[config.mk]
export PLATFORM = sky130hd
export DESIGN_NAME = gpi_input_conditioner
export DESIGN_NICKNAME = d
export VERILOG_FILES = /design/src/rtl/gpi_cond_pkg.sv /design/src/rtl/gpi_cond_bit.sv /design/src/rtl/gpi_input_conditioner.sv
export SDC_FILE = /design/constraint.sdc
export NUM_CORES = 1
export LEC_CHECK = 0
export BUFFER_PORTS_ARGS = -buffer_cell sky130_fd_sc_hd__buf_2
export CORE_UTILIZATION = 54
export DETAILED_ROUTE_END_ITERATION = 6
export GPL_ROUTABILITY_DRIVEN = 0
export PLACE_DENSITY = 0.82
export SLEW_MARGIN = 10
export SYNTH_ARGS = -nofsm -noshare
export SYNTH_HDL_FRONTEND = slang
export SYNTH_SLANG_ARGS = --single-unit
[constraint.sdc]
create_clock -name PCLK -period 3.17 [get_ports PCLK]
set_input_delay 0.317 -clock PCLK [delete_from_list [all_inputs] [get_ports PCLK]]
set_output_delay 0.317 -clock PCLK [all_outputs]
set_load 0.005 [all_outputs]
[src/rtl/gpi_cond_pkg.sv]
// Shared constants and types for the GPIO input conditioner.
// Debounce hardware is only built when GPI_COND_DEBOUNCE_EN is defined.
package gpi_cond_pkg;

  localparam int GPI_WIDTH           = 8;
  localparam int GPI_SYNC_STAGES_DEF = 2;
  localparam int GPI_DB_CYCLES_DEF   = 16;

  typedef logic [GPI_WIDTH-1:0] gpi_vec_t;

  // Counter must be able to hold DB_CYCLES-1 for any legal DB_CYCLES.
  function automatic int db_cnt_width(input int db_cycles);
    return $clog2(db_cycles + 1);
  endfunction

endpackage

[src/rtl/gpi_cond_bit.sv]
// One conditioned pin: synchroniser, optional stability counter, level and edge pulses.
// Debounce counter is built only when GPI_COND_DEBOUNCE_EN is defined.
module gpi_cond_bit
  import gpi_cond_pkg::*;
#(
  parameter int SYNC_STAGES = GPI_SYNC_STAGES_DEF,
  parameter int DB_CYCLES   = GPI_DB_CYCLES_DEF
) (
  input  logic PCLK,
  input  logic PRESET,
  input  logic i_pin,
  output logic o_level,
  output logic o_rise,
  output logic o_fall
);

  if (SYNC_STAGES < 2 || SYNC_STAGES > 4 || DB_CYCLES < 1) begin : g_param_check
    $error("gpi_cond_bit: SYNC_STAGES must be 2..4 and DB_CYCLES >= 1");
  end

  logic [SYNC_STAGES-1:0] r_sync;
  logic                   w_sync;
  logic                   r_level;
  logic                   r_prev;

  // NOTE: sequential state uses non-blocking assignments so every flop samples
  // pre-edge values; blocking here would collapse the synchroniser chain.
  always_ff @(posedge PCLK or posedge PRESET) begin
    if (PRESET) r_sync <= '0;
    else        r_sync <= {r_sync[SYNC_STAGES-2:0], i_pin};
  end

  assign w_sync = r_sync[SYNC_STAGES-1];

`ifdef GPI_COND_DEBOUNCE_EN
  localparam int                CNT_W    = db_cnt_width(DB_CYCLES);
  localparam logic [CNT_W-1:0]  CNT_LAST = CNT_W'(DB_CYCLES - 1);

  logic [CNT_W-1:0] r_cnt;

  // Counter only runs while the synchronised pin disagrees with the accepted level.
  always_ff @(posedge PCLK or posedge PRESET) begin
    if (PRESET) begin
      r_cnt   <= '0;
      r_level <= 1'b0;
    end else if (w_sync == r_level) begin
      r_cnt   <= '0;
    end else if (r_cnt == CNT_LAST) begin
      r_level <= w_sync;
      r_cnt   <= '0;
    end else begin
      r_cnt   <= r_cnt + 1'b1;
    end
  end
`else
  always_ff @(posedge PCLK or posedge PRESET) begin
    if (PRESET) r_level <= 1'b0;
    else        r_level <= w_sync;
  end
`endif

  always_ff @(posedge PCLK or posedge PRESET) begin
    if (PRESET) r_prev <= 1'b0;
    else        r_prev <= r_level;
  end

  // Both terms are zero in reset, so reset itself can never emit a pulse.
  assign o_level = r_level;
  assign o_rise  = r_level & ~r_prev;
  assign o_fall  = ~r_level & r_prev;

endmodule

[src/rtl/gpi_input_conditioner.sv]
// Conditions raw GPIO pads for the GPI peripheral: per-bit sync, debounce, edge pulses.
// Debounce is enabled by defining GPI_COND_DEBOUNCE_EN.
module gpi_input_conditioner
  import gpi_cond_pkg::*;
#(
  parameter int WIDTH       = GPI_WIDTH,
  parameter int SYNC_STAGES = GPI_SYNC_STAGES_DEF,
  parameter int DB_CYCLES   = GPI_DB_CYCLES_DEF
) (
  input  logic             PCLK,
  input  logic             PRESET,
  input  logic [WIDTH-1:0] pinIn,
  output logic [WIDTH-1:0] inPort,
  output logic [WIDTH-1:0] risePulse,
  output logic [WIDTH-1:0] fallPulse,
  output logic             anyEdge
);

  for (genvar i = 0; i < WIDTH; i++) begin : g_bit
    gpi_cond_bit #(
      .SYNC_STAGES (SYNC_STAGES),
      .DB_CYCLES   (DB_CYCLES)
    ) u_bit (
      .PCLK    (PCLK),
      .PRESET  (PRESET),
      .i_pin   (pinIn[i]),
      .o_level (inPort[i]),
      .o_rise  (risePulse[i]),
      .o_fall  (fallPulse[i])
    );
  end

  assign anyEdge = |{risePulse, fallPulse};

endmodule
### Word level (Yosys, flattened, before mapping)

Cells that the tools add are included.

* register bits: 32
* latch bits: 0
* RAM bits: 0
* bits in read-only memories: 0
* logic and storage cells: 57
* memories kept: 0

* add/subtract/negate cells: 0
* multipliers: 0
* divide/modulo/power cells: 0
* $lt $le $gt $ge: 0
* equality and inequality tests: 0
* shift-type cells: 0
* mux-type cells: 0
* bitwise gates (word level): 32
* reductions and logical operators: 1

Operators with widths (number)
* $and A1 B1 Y1: 16
* $not A1 Y1: 16
* $reduce_or A16 Y1: 1

### Longest topological paths before layout

* depth after elaboration: 3
* mapped depth: 4

### By module

Synthesis repeated with hierarchy kept, for this count alone.

* cells, all modules: 61
* area total of the unflattened synthesis: 982.2 µm²

By module, submodules not included
* gpi_cond_bit: times used 8, cells an instance 7, area each 118.9 µm², sequential area each 100.1 µm²
* gpi_input_conditioner: times used 1, cells an instance 5, area each 31.3 µm², sequential area each 0.0 µm²

### Worst setup path after synthesis

Ideal clock, no wire load.

* kind: register to output
* from: register g_bit[3].u_bit.r_level
* to: output port anyEdge
* arrival: 0.956 ns
* setup slack: 1.897 ns
* stages on the path, launching flop included: 4
* path through: dfrtp_1 > ha_1 > nand4_1 > or2_1

* word-level cells in the longest chain between the ends: 3
* elaborated cells between the ends (all ways): 4
* classes of those cells: bitwise (3); reduce/logical (1)

Ends and longest elaborated chain
* start: declaration: RTL line gpi_cond_bit.sv:23 `logic r_level;`
* start signal: assignment: RTL line gpi_cond_bit.sv:58 `else r_level <= w_sync;`
* $not A1 Y1: RTL line gpi_cond_bit.sv:70 `assign o_fall = ~r_level & r_prev;`
* $and A1 B1 Y1: RTL line gpi_cond_bit.sv:70
* $reduce_or A16 Y1 (*): RTL line gpi_input_conditioner.sv:33 `assign anyEdge = |{risePulse, fallPulse};`
* end: declaration: RTL line gpi_input_conditioner.sv:16 `output logic anyEdge`

Every way passes the cells marked *; elsewhere a longest branch is shown, timed or not.

### Worst setup path after layout

* from: register g_bit[4].u_bit.r_level
* to: output port anyEdge

* word-level cells in the longest chain between the ends: 3
* elaborated cells between the ends (all ways): 4
* classes of those cells: bitwise (3); reduce/logical (1)

Ends and longest elaborated chain (RTL line)
* start: declaration: gpi_cond_bit.sv:23
* start signal: assignment: gpi_cond_bit.sv:58
* $not A1 Y1: gpi_cond_bit.sv:70
* $and A1 B1 Y1: gpi_cond_bit.sv:70
* $reduce_or A16 Y1 (*): gpi_input_conditioner.sv:33

Marks and branches as above.

==> out/qor.csv <==
stage,metric,value,unit
status,status,finished clean,
cts,clock latency on the worst-skew pair,310,ps
critical_path,kind of critical path,reg -> out,
finish,NumNets Final,135,
critical_path,FF-to-FF setup slack,2620,ps
route,Via density,4.30,
sta,RSZ-0062 raised after global routing,false,
logic_synthesis,warnings from Yosys,0,
finish,filler cell count,181,
floorplanning,Site Rows,17,
logic_synthesis,area share of fa/ha/maj cells after synthesis,15.8,%
critical_path,reg-to-reg endpoint,g_bit[7].u_bit.r_prev,
hold_path,hold_sp,pinIn[6],
floorplanning,DIE HEIGHT,50.4,um
hold_path,Worst Hold Path Cells,1,
finish,n_diodes,0,
hold_path,Tightest Hold Check Type,in -> reg,
place,IO buf count,34,
logic_synthesis,Post-Synthesis Cells,92,
cts,clock-pin transition on the worst setup and hold timing paths,90,ps
critical_path,Worst EP required,2850,ps
cts,H-tree depth,2,
route,post-route antenna net violation count,0,
sta,part of the cycle the worst path needs,55.8,%
critical_path,CP Cell Sequence,ha_1 -> nand4_1 -> or2_1 -> buf_2,
cts,CTS sink count,32,
route,wire per inst,10.3,um
job,max_cap viols,0,
critical_path,Critical Path Fanout Max,4,
critical_path,Critical Path Start,g_bit[4].u_bit.o_level,
floorplanning,total die area,0.00254,mm^2
sta,Worst-Margin Slew,1040,ps
cts,CTS root buffer,clkbuf_4,
logic_synthesis,share of the synthesized area in the top cell type,63.4,%
cts,clk buf depth,2,
critical_path,Worst EP arrival,1450,ps
finish,most frequent cells in the layout,"buf_2, dfrtp_1, inv_1, ha_1, clkbuf_4",
pwr,Lkg Pwr,0.760,nW
route,DR vias,589,
pwr,PD cells,511,mW/mm^2
floorplanning,Placeable Area,0.00221,mm^2
critical_path,nature of the critical path startpoint,flip-flop,
cts,post-CTS resize count,0,
sta,Slew Limit Fails,0,
logic_synthesis,"area leader, netlist",dfrtp_1,
logic_synthesis,synthesized net count,118,
cts,CTS tree,done,
finish,"commonest non-fill, non-tap cell in the layout",buf_2,
critical_path,crit-path max cell delay,410,ps
finish,layout cells sized above 1,36.7,%
logic_synthesis,count of different cell masters after synthesis,6,
logic_synthesis,synthesized area,0.00126,mm^2
grt,vias in the first global route,558,
sta,Final Hold Vio Count,0,
route,Residual DRC,0,
hold_path,hold endpoint,g_bit[6].u_bit.r_sync[0],
finish,multi-input combinational cell area,219,um^2
floorplanning,IO Count,35,
logic_synthesis,synthesized-area fraction occupied by xor and xnor cells,0,%
logic_synthesis,mux cell area share after synthesis,0,%
pwr,peak supply drop,340,uV
logic_synthesis,"Seq/Total Area, Yosys",63.4,%
grt,global-route usage over all layers,13.6,%
route,Iter 0 DRT Violations,4,
grt,first-pass GRT wire length,2300,um
sta,endpoints failing setup,0,
logic_synthesis,Area contributors post-synth,"dfrtp_1, ha_1, buf_4, inv_1, nand4_1",
critical_path,CP max-delay cell,dfrtp_1,
sta,worst rel slew slack,30.3,%
route,drt first pass iters,2,
critical_path,RR Startpoint,g_bit[7].u_bit.o_level,
logic_synthesis,Syn Area/Cell,13.7,um^2
critical_path,kind of end point of the critical path,output port,
sta,Tmin final,1770,ps
logic_synthesis,largest family of logic cells by synthesized area,buffers and inverters,
place,Post-DP HPWL,1090,um
finish,register area,801,um^2
cts,post-CTS repair timing setup buffer count,0,
cts,CTS Buf Count,5,
logic_synthesis,#FFs+latches synth,32,
floorplanning,die width,50.4,um
sta,Layout Skew,12.1,ps
grt,largest net degree at the start of global routing,33,
sta,FMAX,565,MHz
grt,antenna violations before repair,0,
finish,Layout area overhead,5.64,%
place,Area after DPL,0.00129,mm^2
logic_synthesis,Synth Area in Compound Gates,0,%
grt,GRT overflow,0,
floorplanning,initial core utilization,57.1,%
finish,Final Instance Area,0.00134,mm^2
cts,hold buffers post-CTS,0,
logic_synthesis,Synth Area in Simple Gates,1.49,%
critical_path,worst reg2reg path depth,0,
route,drt total wl,1410,um
sta,setup tns final,0,ps
[area by class of cell]
type                       instances  share of cell area (%)
clock buffer                       6                    3.09
clock inverter                     1                   0.375
multi-input combinational         19                    16.4
timing repair buffer              34                    12.7
sequential                        32                    60.0
inverter                          17                    4.78
tap                               28                    2.62
[where the power goes]
| part | total, mW | internal [mW] | switching [mW] |
|---|---|---|---|
| Clock | 0.198 | 0.0815 | 0.117 |
| Sequential | 0.439 | 0.428 | 0.0107 |
| Combinational | 0.0451 | 0.0211 | 0.0239 |
[per-stage QoR]
step,instances,hold WS [ps],power (mW),setup slack (ps),util [%]
after floorplan,92,331,0.488,1900,-
after global placement,130,332,0.491,1740,58.3
after detailed placement,130,335,0.495,1720,58.3
after CTS,137,95.1,0.694,1370,60.4
after global routing,137,79.8,0.720,1300,60.4
final,137,106,0.683,1400,60.4
[critical path: cells and delay by family, from the launching register on]
kind | cells | cell delay [ps]
flip-flops | 1 | 410
AND/OR/NAND/NOR | 2 | 310
adder cells (fa/ha/maj) | 1 | 290
buffers and inverters | 1 | 120
[Yosys cell counts]
cell type  number
nand4_1         2
inv_1          17
or2_1           1
buf_4          24
dfrtp_1        32
ha_1           16
[worst max path at each step]
| stage | to | slack, ps | cells after the start |
|---|---|---|---|
| after floorplan | anyEdge | 1900 | 3 |
| after global placement | anyEdge | 1740 | 4 |
| after detailed placement | anyEdge | 1720 | 4 |
| after CTS | anyEdge | 1370 | 4 |
| after global routing | anyEdge | 1300 | 5 |
| final | anyEdge | 1400 | 4 |
[metal layers]
layer / up-vias / part of all wire, % / GRT usage, %
li1: 283 / - / -
met1: 276 / 38 / 13.3
met2: 25 / 52 / 23.1
met3: 5 / 7.2 / 5.45
met4: 0 / 2.2 / 9.72
met5: - / 0 / 0
[cells by family (layout without fill, tap and decap cells)]
| kind of cell | count (synthesis) | count (layout) |
|---|---|---|
| flip-flops | 32 | 32 |
| AND/OR/NAND/NOR | 3 | 3 |
| adder cells (fa/ha/maj) | 16 | 16 |
| buffers and inverters | 41 | 58 |
[registers in the layout, indices dropped and copies added, names as in the netlist]
| signal | count |
|---|---|
| g_bit.u_bit.r_sync | 16 |
| g_bit.u_bit.o_level | 8 |
| g_bit.u_bit.r_prev | 8 |
(Power assumes the default switching activity.)
